--- src/rtl/c1541_pkg.sv ---
// Shared types and helpers for the 1541 GCR track buffer controller.
package c1541_pkg;

   typedef enum logic [2:0] {
      IDLE,
      SETTLE,
      FLUSH_REQ,
      FLUSH_WAIT,
      LOAD_REQ,
      LOAD_WAIT
   } state_t;

   localparam int TRACK_BYTES = 8192;
   localparam int TRK_W       = 6;

   // Odd and even half-tracks share the lower whole track; clamp to the image size.
   function automatic logic [TRK_W-1:0] half_to_track(input logic [6:0]       half,
                                                      input logic [TRK_W-1:0] max_trk);
      logic [TRK_W-1:0] whole;
      whole = half[6:1];
      return (whole > max_trk) ? max_trk : whole;
   endfunction

endpackage

--- src/rtl/c1541_sd_block_xfer.sv ---
// Single-block SD request/ack handshake: gates the request against sd_ack and
// reports the rising and falling edges of the host acknowledge.
module c1541_sd_block_xfer (
   input  logic clk,
   input  logic rst_n,
   input  logic req_rd,
   input  logic req_wr,
   input  logic sd_ack,
   output logic sd_rd,
   output logic sd_wr,
   output logic ack_rise,
   output logic done
);

   logic ack_q;
   logic ack_d;

   always_ff @(posedge clk or negedge rst_n) begin
      if (!rst_n) begin
         ack_q <= 1'b0;
      end else begin
         ack_q <= ack_d;
      end
   end

   // Requests drop combinationally the moment the host acknowledges, and read wins a clash.
   always_comb begin
      ack_d    = sd_ack;
      sd_rd    = req_rd & ~sd_ack;
      sd_wr    = req_wr & ~req_rd & ~sd_ack;
      ack_rise = sd_ack & ~ack_q;
      done     = ~sd_ack & ack_q;
   end

endmodule

--- src/rtl/c1541_track_ctrl.sv ---
// Track buffer sequencer for the 1541: flushes the dirty resident track to the SD
// image and loads the selected one. Optional macro C1541_FLUSH_ON_MTR_OFF_EN adds a flush on motor-off.
module c1541_track_ctrl
   import c1541_pkg::*;
#(
   parameter int TRACK_BLOCKS = 16,
   parameter int NUM_TRACKS   = 42,
   parameter int SETTLE_CYC   = 32000
) (
   input  logic                           clk32,
   input  logic                           reset_n,
   input  logic                           img_mounted,
   input  logic                           img_readonly,
   input  logic [31:0]                    img_base_lba,
   input  logic [6:0]                     half_track,
   input  logic                           mtr,
   input  logic                           gcr_ram_we,
   output logic                           ram_ready,
   output logic                           busy,
   output logic [31:0]                    sd_lba,
   output logic                           sd_rd,
   output logic                           sd_wr,
   input  logic                           sd_ack,
   input  logic [8:0]                     sd_buff_addr,
   input  logic                           sd_buff_wr,
   output logic [$clog2(TRACK_BYTES)-1:0] tbuf_addr,
   output logic                           tbuf_we
);

   localparam int               BW         = $clog2(TRACK_BLOCKS);
   localparam int               TW         = $clog2(SETTLE_CYC);
   localparam logic [BW-1:0]    LAST_BLK   = BW'(TRACK_BLOCKS - 1);
   localparam logic [TW-1:0]    SETTLE_END = TW'(SETTLE_CYC - 1);
   localparam logic [TRK_W-1:0] MAX_TRK    = TRK_W'(NUM_TRACKS - 1);

   state_t           state_q, state_d;
   logic [BW-1:0]    blk_q, blk_d;
   logic [TW-1:0]    timer_q, timer_d;
   logic [TRK_W-1:0] cur_track_q, cur_track_d;
   logic [TRK_W-1:0] new_track_q, new_track_d;
   logic [TRK_W-1:0] prev_req_q;
   logic             valid_q, valid_d;
   logic             dirty_q, dirty_d;
   logic             mounted_q, mounted_d;
   logic             mount_pend_q, mount_pend_d;
   logic             flush_only_q, flush_only_d;
   logic             ram_ready_q;
   logic [31:0]      sd_lba_q, sd_lba_d;

   logic [TRK_W-1:0] req_track;
   logic             req_rd, req_wr, ack_rise, ack_done;
   logic             mtr_fall;

   function automatic logic [31:0] lba_of(input logic [31:0]      base,
                                          input logic [TRK_W-1:0] trk,
                                          input logic [BW-1:0]    b);
      return base + (32'(trk) << BW) + 32'(b);
   endfunction

   assign req_track = half_to_track(half_track, MAX_TRK);

`ifdef C1541_FLUSH_ON_MTR_OFF_EN
   logic mtr_q;

   always_ff @(posedge clk32 or negedge reset_n) begin
      if (!reset_n) begin
         mtr_q <= 1'b0;
      end else begin
         mtr_q <= mtr;
      end
   end

   assign mtr_fall = mtr_q & ~mtr;
`else
   logic unused_mtr;
   assign unused_mtr = mtr;
   assign mtr_fall   = 1'b0;
`endif

   c1541_sd_block_xfer u_xfer (
      .clk      (clk32),
      .rst_n    (reset_n),
      .req_rd   (req_rd),
      .req_wr   (req_wr),
      .sd_ack   (sd_ack),
      .sd_rd    (sd_rd),
      .sd_wr    (sd_wr),
      .ack_rise (ack_rise),
      .done     (ack_done)
   );

   always_ff @(posedge clk32 or negedge reset_n) begin
      if (!reset_n) begin
         state_q      <= IDLE;
         blk_q        <= '0;
         timer_q      <= '0;
         cur_track_q  <= '0;
         new_track_q  <= '0;
         prev_req_q   <= '0;
         valid_q      <= 1'b0;
         dirty_q      <= 1'b0;
         mounted_q    <= 1'b0;
         mount_pend_q <= 1'b0;
         flush_only_q <= 1'b0;
         ram_ready_q  <= 1'b0;
         sd_lba_q     <= '0;
      end else begin
         state_q      <= state_d;
         blk_q        <= blk_d;
         timer_q      <= timer_d;
         cur_track_q  <= cur_track_d;
         new_track_q  <= new_track_d;
         prev_req_q   <= req_track;
         valid_q      <= valid_d;
         dirty_q      <= dirty_d;
         mounted_q    <= mounted_d;
         mount_pend_q <= mount_pend_d;
         flush_only_q <= flush_only_d;
         ram_ready_q  <= valid_q & (state_q == IDLE);
         sd_lba_q     <= sd_lba_d;
      end
   end

   always_comb begin
      state_d      = state_q;
      blk_d        = blk_q;
      timer_d      = timer_q;
      cur_track_d  = cur_track_q;
      new_track_d  = new_track_q;
      valid_d      = valid_q;
      dirty_d      = dirty_q;
      mounted_d    = mounted_q | img_mounted;
      mount_pend_d = mount_pend_q;
      flush_only_d = flush_only_q;
      sd_lba_d     = sd_lba_q;

      if (gcr_ram_we && ram_ready_q) begin
         dirty_d = 1'b1;
      end
      if (img_mounted) begin
         dirty_d = 1'b0;
         if (state_q != IDLE && state_q != SETTLE) begin
            mount_pend_d = 1'b1;
         end
      end

      case (state_q)
         IDLE: begin
            if (img_mounted) begin
               valid_d = 1'b0;
               state_d = SETTLE;
               timer_d = '0;
               blk_d   = '0;
            end else if (mounted_q && (!valid_q || req_track != cur_track_q)) begin
               state_d = SETTLE;
               timer_d = '0;
               blk_d   = '0;
            end else if (mtr_fall && dirty_q && !img_readonly) begin
               state_d      = FLUSH_REQ;
               blk_d        = '0;
               flush_only_d = 1'b1;
            end
         end
         SETTLE: begin
            if (img_mounted) begin
               valid_d = 1'b0;
               timer_d = '0;
            end else if (req_track != prev_req_q) begin
               timer_d = '0;
            end else if (timer_q == SETTLE_END) begin
               blk_d = '0;
               if (dirty_q && !img_readonly && valid_q) begin
                  state_d = FLUSH_REQ;
               end else begin
                  state_d     = LOAD_REQ;
                  new_track_d = req_track;
                  valid_d     = 1'b0;
               end
            end else begin
               timer_d = timer_q + TW'(1);
            end
         end
         FLUSH_REQ: begin
            if (ack_rise) begin
               state_d = FLUSH_WAIT;
            end
         end
         FLUSH_WAIT: begin
            if (ack_done) begin
               if (blk_q == LAST_BLK) begin
                  dirty_d = 1'b0;
                  blk_d   = '0;
                  if (flush_only_q) begin
                     state_d      = IDLE;
                     flush_only_d = 1'b0;
                  end else begin
                     state_d     = LOAD_REQ;
                     new_track_d = req_track;
                     valid_d     = 1'b0;
                  end
               end else begin
                  blk_d   = blk_q + BW'(1);
                  state_d = FLUSH_REQ;
               end
            end
         end
         LOAD_REQ: begin
            if (ack_rise) begin
               state_d = LOAD_WAIT;
            end
         end
         LOAD_WAIT: begin
            if (ack_done) begin
               if (req_track != new_track_q) begin
                  state_d = SETTLE;
                  blk_d   = '0;
                  timer_d = '0;
                  valid_d = 1'b0;
               end else if (blk_q == LAST_BLK) begin
                  cur_track_d = new_track_q;
                  valid_d     = 1'b1;
                  blk_d       = '0;
                  state_d     = IDLE;
               end else begin
                  blk_d   = blk_q + BW'(1);
                  state_d = LOAD_REQ;
               end
            end
         end
         default: begin
            state_d = IDLE;
         end
      endcase

      // A new image invalidates everything once the in-flight block has drained.
      if ((state_q == FLUSH_WAIT || state_q == LOAD_WAIT) && ack_done &&
          (mount_pend_q || img_mounted)) begin
         state_d      = SETTLE;
         blk_d        = '0;
         timer_d      = '0;
         valid_d      = 1'b0;
         dirty_d      = 1'b0;
         mount_pend_d = 1'b0;
         flush_only_d = 1'b0;
      end

      if (state_d == FLUSH_REQ) begin
         sd_lba_d = lba_of(img_base_lba, cur_track_q, blk_d);
      end else if (state_d == LOAD_REQ) begin
         sd_lba_d = lba_of(img_base_lba, new_track_d, blk_d);
      end
   end

   always_comb begin
      req_rd    = (state_q == LOAD_REQ);
      req_wr    = (state_q == FLUSH_REQ);
      busy      = (state_q != IDLE);
      ram_ready = ram_ready_q;
      sd_lba    = sd_lba_q;
      tbuf_addr = {blk_q, sd_buff_addr};
      tbuf_we   = sd_buff_wr & sd_ack & (state_q == LOAD_WAIT);
   end

endmodule
--- config.mk ---
export PLATFORM = sky130hd
export DESIGN_NAME = c1541_track_ctrl
export DESIGN_NICKNAME = d
export VERILOG_FILES = /design/src/rtl/c1541_pkg.sv /design/src/rtl/c1541_sd_block_xfer.sv /design/src/rtl/c1541_track_ctrl.sv
export SDC_FILE = /design/constraint.sdc
export NUM_CORES = 1
export LEC_CHECK = 0
export BUFFER_PORTS_ARGS = -buffer_cell sky130_fd_sc_hd__clkbuf_2
export CAP_MARGIN = 20
export CORE_UTILIZATION = 61
export DETAILED_ROUTE_END_ITERATION = 10
export HOLD_SLACK_MARGIN = 0.06
export PLACE_DENSITY_LB_ADDON = 0.25
export SETUP_SLACK_MARGIN = 0.5
export SYNTH_ARGS = -nofsm -noshare
export SYNTH_HDL_FRONTEND = slang
export SYNTH_SLANG_ARGS = --single-unit
--- constraint.sdc ---
create_clock -name clk32 -period 6.9 [get_ports clk32]
set_clock_uncertainty 0.05 [all_clocks]
set_input_delay 0.69 -clock clk32 [delete_from_list [all_inputs] [get_ports clk32]]
set_output_delay 0.69 -clock clk32 [all_outputs]
set_load 0.02 [all_outputs]
[Word-level counts from Yosys, hierarchy flattened]
Cells that the tools add are included.
Storage, ports and cells
  bits in registers: 79
  latch bits: 0
  RAM bits: 0
  ROM bits: 0
  input bits: 56
  output and inout bits: 50
  word-level logic and storage cells: 159
  memories kept: 0
Cells by class
  add/subtract/negate cells: 6
  multipliers: 0
  div/mod/pow operators: 0
  $lt $le $gt $ge: 1
  equal/unequal tests: 25
  shift operators: 0
  muxes and demuxes: 73
  bitwise logic cells: 13
  reduce and logical (&&, ||, !) cells: 27
Operator list (number)
  15-bit 2-to-1 mux: 8
  32-bit by 10-bit adder with 32-bit output: 2
  32-bit by 4-bit adder with 32-bit output: 2
  32-bit 2-to-1 mux: 2
  6-bit 2-to-1 mux: 8
  3-bit 2-to-1 mux: 15
  15-bit one-hot mux with 3 select lines: 1
  4-bit 2-to-1 mux: 10
  1-bit 2-to-1 mux: 25
  3-bit by 2-bit != test with 1-bit output, second input constant: 6
  6-bit != test: 3
  3-bit one-hot mux with 6 select lines: 1
  4-bit one-hot mux with 4 select lines: 1
  15-bit by 1-bit adder with 15-bit output, second input constant: 1
  15-bit equality test, second input constant: 1
  4-bit != test, second input constant: 3
  6-bit one-hot mux with 2 select lines: 1
  2-bit nonzero test: 6
  10-bit AND reduction: 1
  3-bit by 2-bit equality test with 1-bit output, second input constant: 3
  3-bit equality test, second input constant: 3
  1-bit AND: 8
  1-bit logical AND: 7
  6-bit greater-than comparator, second input constant: 1
  other kinds (20): 26

[Longest topological paths before layout]
  depth after elaboration: 12
  depth in mapped cells: 21
  gate-level depth less buffers: 20

[Modules after synthesis]
A second synthesis with hierarchy kept.
Unflattened totals
  cell total of the unflattened synthesis: 591
  area, all modules: 5286.3 µm²
By module, submodules not included
  c1541_track_ctrl: instances 1, cells each 586, area each 5227.5 µm², sequential area each 1926.8 µm²
  c1541_sd_block_xfer: instances 1, cells each 5, area each 58.8 µm², sequential area each 25.0 µm²

[Least setup slack after synthesis]
Ideal clock, no wire load.
  path type: input to register
  from: in half_track[4]
  to: reg sd_lba_q[26], in the netlist sd_lba[26]
  library setup time: 82 ps
  arrival time: 4594 ps
  data required time: 6768 ps
  setup slack: 2174 ps
  stages on the path: 20
  buffers on the path: 1
  cells stage by stage: buf_2 -> o21ba_2 -> o32ai_1 -> a21oi_1 -> nor4_4 -> o21a_1 -> o21ai_0 -> nand2b_1 -> a21bo_2 -> a21oi_1 -> ha_1 -> fa_1 -> a21oi_1 -> o21a_1 -> o21ai_0 -> a41oi_1 -> nor2_1 -> mux2i_1 -> or4_1 -> a31oi_1
Between the ends
  word-level cells in the longest chain between the ends: 12
  elaborated cells between the ends (all ways): 39
  classes of those cells: add/sub (3); order compare (1); eq/ne (5); mux (27); reduce/logical (3)
RTL lines
  from (decl): RTL line c1541_track_ctrl.sv:15  | input logic [6:0] half_track,
  6-bit greater-than comparator: RTL line c1541_pkg.sv:21  | return (whole > max_trk) ? max_trk : whole;
  6-bit 2-to-1 mux *: RTL line c1541_pkg.sv:21
  6-bit != test: RTL line c1541_track_ctrl.sv:154  | end else if (mounted_q && (!valid_q || req_track != cur_track_q)) begin
  1-bit logical OR: RTL line c1541_track_ctrl.sv:154
  1-bit logical AND: RTL line c1541_track_ctrl.sv:154
  4-bit 2-to-1 mux: RTL line c1541_track_ctrl.sv:154
  4-bit 2-to-1 mux: RTL line c1541_track_ctrl.sv:149  | if (img_mounted) begin
  4-bit one-hot mux with 4 select lines *: RTL line c1541_track_ctrl.sv:147  | case (state_q)
  4-bit 2-to-1 mux *: RTL line c1541_track_ctrl.sv:236  | if ((state_q == FLUSH_WAIT || state_q == LOAD_WAIT) && ack_done &&
  net blk_d[0]: RTL line c1541_track_ctrl.sv:37  | logic [BW-1:0] blk_q, blk_d;
  32-bit by 4-bit adder with 32-bit output: RTL line c1541_track_ctrl.sv:57  | return base + (32'(trk) << BW) + 32'(b);
  32-bit 2-to-1 mux: RTL line c1541_track_ctrl.sv:249  | end else if (state_d == LOAD_REQ) begin
  32-bit 2-to-1 mux *: RTL line c1541_track_ctrl.sv:247  | if (state_d == FLUSH_REQ) begin
  to (signal assigned): RTL line c1541_track_ctrl.sv:120  | sd_lba_q <= sd_lba_d;
  to (decl): RTL line c1541_track_ctrl.sv:48  | logic [31:0] sd_lba_q, sd_lba_d;
Mark *: on every way through the listed nets, which the timed path passes. The rest lies on a longest branch. The select of a mux whose other input is x is not followed.
A chain may end at the register's enable or synchronous reset.

[Worst setup path in the final report]
  from: in half_track[5]
  to: reg sd_lba_q[22], in the netlist sd_lba[22]
Between the ends
  word-level cells in the longest chain between the ends: 12
  elaborated cells between the ends (all ways): 39
  classes of those cells: add/sub (3); order compare (1); eq/ne (5); mux (27); reduce/logical (3)
RTL lines
  6-bit greater-than comparator *: RTL line c1541_pkg.sv:21
  6-bit 2-to-1 mux *: RTL line c1541_pkg.sv:21
  net req_track[2]: RTL line c1541_track_ctrl.sv:50  | logic [TRK_W-1:0] req_track;
  6-bit != test: RTL line c1541_track_ctrl.sv:154
  1-bit logical OR: RTL line c1541_track_ctrl.sv:154
  1-bit logical AND: RTL line c1541_track_ctrl.sv:154
  4-bit 2-to-1 mux: RTL line c1541_track_ctrl.sv:154
  4-bit 2-to-1 mux: RTL line c1541_track_ctrl.sv:149
  4-bit one-hot mux with 4 select lines *: RTL line c1541_track_ctrl.sv:147
  4-bit 2-to-1 mux *: RTL line c1541_track_ctrl.sv:236
  net blk_d[2]: RTL line c1541_track_ctrl.sv:37
  32-bit by 4-bit adder with 32-bit output: RTL line c1541_track_ctrl.sv:57
  32-bit 2-to-1 mux: RTL line c1541_track_ctrl.sv:249
  32-bit 2-to-1 mux *: RTL line c1541_track_ctrl.sv:247
Marks and branches as above.

==> results by group <==
Status
  – Status: finished clean

Logic synthesis
  – Largest area contributor in the netlist: dfrtp_1
  – Distinct cell type count after synthesis: 66
  – Gate Count Post-Synth: 638
  – Yosys reg bits: 78
  – Top FF cell, synth: dfrtp_1
  – EDFF count, synth: 0
  – Post-synth design cell area: 5380 sq um
  – Top cells by area, synth: dfrtp_1, nor2_1, o21ai_0
  – Register area share after synthesis: 36.3%
  – Synth warnings: 0
  – Ys async rst share: 100%
  – Mapped Avg Cell Area: 8.44 sq um
  – Most common cell in the netlist: dfrtp_1
  – Top cell type's share of synthesized area: 36.3%
  – Commonest cells post-synth: dfrtp_1, nor2_1, nand2_1
  – Syn nets: 713

Power and ir drop
  – P_sw: 232 uW
  – Sw Ratio: 24.9%
  – Pwr per Cell Area: 155 nW/um^2
  – Maximum VDD drop: 95.9 uV
  – Leakage power: 0.00265 uW
  – Internal Power: 699 uW
  – Seq pwr share: 49.6%
  – Comb pwr share: 9.4%
  – Clk pwr share: 40.9%

Finish
  – Ant diodes: 0
  – Final #Nets: 779
  – Area Overhead vs Synth: 11.4%
  – Fraction of layout cells with a size suffix above 1: 18.8%
  – Final instance area: 6000 sq um

Critical path
  – CP Launch Point: half_track[5]
  – R2r setup slk: 1.63 ns
  – CP Capture Type: flip-flop
  – CP peak stage delay: 0.59 ns
  – Reg2reg start: cur_track_q[2]$_DFFE_PN0P_
  – Worst Setup Start Kind: input pin
  – Worst reg2reg path depth: 19
  – Critical path's most frequent cell: o21ai_0
  – Levels on crit path: 19
  – WS Path Type: in -> reg
  – Worst R2R End: sd_lba[26]$_DFFE_PN0P_
  – Setup crit end: sd_lba[22]$_DFFE_PN0P_
  – Critical Path, Cell by Cell: clkbuf_2 > o21ai_2 > and2_1 > o22ai_1 > nor4_4 > o21a_1 > o21ai_0 > nor2_1 > a21oi_1 > a311oi_1 > ha_1 > a21oi_1 > o21a_1 > o21ai_0 > a41oi_1 > nor2_1 > mux2i_1 > o21ai_0 > a31oi_1
  – Worst Path Required: 7.12 ns
  – Worst Path Buf+Inv: 1
  – Arr. time, crit path: 5.67 ns
  – Delay-heaviest family, CP: compound AO/OA/AOI/OAI gates
  – Slowest CP cell: mux2i_1
  – Max FO, Critical Path: 11

Drt
  – WL per Instance: 16.8 um
  – Via density: 6.47
  – DR vias: 5254
  – DRT antenna net count: 0
  – Iter 0 DRT Violations: 326
  – Post-Route WL: 13700 um
  – Drt drc: 0
  – DR pass1 iterations: 5

Clock tree
  – Clock sinks: 78
  – CTS max path bufs: 2
  – Post-CTS setup buffers: 0
  – H-tree depth: 3
  – Clk_lat worst skew: 0.35 ns
  – Post_cts resized: 0
  – Clock-pin slew on the worst setup and hold paths: 0.08 ns
  – CTS tree: built
  – Cts hold-fix bufs: 0
  – Total CTS buffers: 9
  – Root buffer cell: clkbuf_8

STA
  – Final Hold Violating Endpoints: 0
  – RSZ-0062 raised after global routing: no
  – Fmax: 183 MHz
  – Fin crit share: 79.0%
  – Rel. slew slack: 33.7%
  – Slew Viols, Final: 0
  – Worst slew pin tran: 0.994 ns
  – Min cycle time layout: 5.45 ns
  – Total negative slack: 0 ns
  – Finish-stage setup viols: 0

Floorplan
  – Die Area: 9210 sq um
  – Core area: 8380 sq um
  – Starting Density: 64.2%
  – Cell Rows: 33
  – Die Ht: 95.9 um
  – Ports: 106
  – Die width: 95.9 um

Global routing
  – Overall routing resource usage: 31.1%
  – Total congestion overflow: 0
  – Initial antenna violation count: 0
  – Largest net degree at the start of global routing: 79
  – Number of global-route vias before repair: 4752
  – Global-route wire length before repair: 22100 um

Placement
  – IO Port Bufs: 85
  – Area after DPL: 5790 sq um
  – GP Congestion: 0.950
  – DP Wirelength: 9920 um

Min path
  – Hold crit path type: in -> async

Job
  – Max_cap viols: 0
## per-layer routing
layer,up-vias,part of all wire [%],GRT usage [%]
met4,0,1.3,9.70
met3,23,6.0,4.34
met2,199,48,51.0
met1,2531,44,42.7
li1,2501,-,-
met5,-,0,0
## power by group through the flow
stage / Clock (uW) / Sequential, uW / Combinational (uW)
floorplan: 0 / 470 / 56.0
global placement: 0 / 471 / 84.3
finish: 381 / 462 / 87.8
CTS: 385 / 462 / 87.5
detailed placement: 0 / 471 / 86.9
global route: 404 / 462 / 97.1
## flip-flops by register name, summed over array words and instances, names as in the netlist
register and count:
blk_q 4, cur_track_q 6, dirty_q 1, mount_pend_q 1
mounted_q 1, new_track_q 6, prev_req_q 6, ram_ready 1
sd_lba 32, state_q 3, timer_q 15, u_xfer.ack_q 1
valid_q 1
## area by class of cell
type | count | area (sq um)
Tap cell | 105 | 131
Inverter | 19 | 71.3
Sequential cell | 78 | 1950
Timing Repair Buffer | 87 | 443
Multi-Input combinational cell | 509 | 3190
Fill cell | 680 | 2380
Clock inverter | 4 | 72.6
Clock buffer | 10 | 138
## worst reg2reg max path: cells and delay by family (launching register included)
| family | cells | cell delay (ns) |
|---|---|---|
| AOI/OAI and AO/OA | 12 | 2.76 |
| adders and majority gates | 2 | 0.47 |
| DFF | 1 | 0.48 |
| muxes | 1 | 0.29 |
| and+or+nand+nor | 4 | 1.16 |
## metrics by stage
stage	hold WS [ns]	instances	setup slack, ns	utilization, %	power [uW]
3_3_place_gp	0.414	798	1.29	69.1	555
3_5_place_dp	0.425	798	1.14	69.1	558
6_report	0.423	812	1.45	71.6	930
5_1_grt	0.470	812	0.981	71.6	963
2_1_floorplan	0.344	638	2.17	-	526
4_1_cts	0.450	812	1.46	71.6	934
## cells by family after synthesis
kind of cell             share of synthesized area [%]
multiplexers                                      3.04
XOR/XNOR                                          3.25
AO/OA/AOI/OAI                                     25.4
AND/OR/NAND/NOR                                   23.0
flip-flops                                        36.3
adder cells (fa/ha/maj)                           4.56
buffers and inverters                             4.48
## placed cells by master (no fill, tap or decap), drive strengths merged, types with 5 or more instances in the layout
master / n
a211oi: 7
a21o: 8
a21oi: 46
a311oi: 5
a31oi: 20
a41oi: 5
and3: 15
clkbuf: 94
dfrtp: 78
ha: 18
inv: 19
mux2: 11
nand2: 60
nand2b: 14
nand3: 19
nand3b: 5
nand4: 9
nor2: 73
nor2b: 8
nor3: 18
nor4: 7
o211ai: 6
o21a: 5
o21ai: 50
o21bai: 7
o22ai: 8
o31ai: 9
or3: 7
or4: 5
xnor2: 13
xor2: 7
## how the worst min path moves through the flow
stage	from	to	slack [ns]	depth (start not counted)
after CTS	mounted_q$_DFF_PN0_	mounted_q$_DFF_PN0_	0.45	1
after detailed placement	mounted_q$_DFF_PN0_	mounted_q$_DFF_PN0_	0.42	1
after floorplan	reset_n	blk_q[0]$_DFF_PN0_	0.34	0
final	reset_n	prev_req_q[4]$_DFF_PN0_	0.42	1
after global routing	mounted_q$_DFF_PN0_	mounted_q$_DFF_PN0_	0.47	1
after global placement	mounted_q$_DFF_PN0_	mounted_q$_DFF_PN0_	0.41	1
Power figures use the tool's default switching activity.
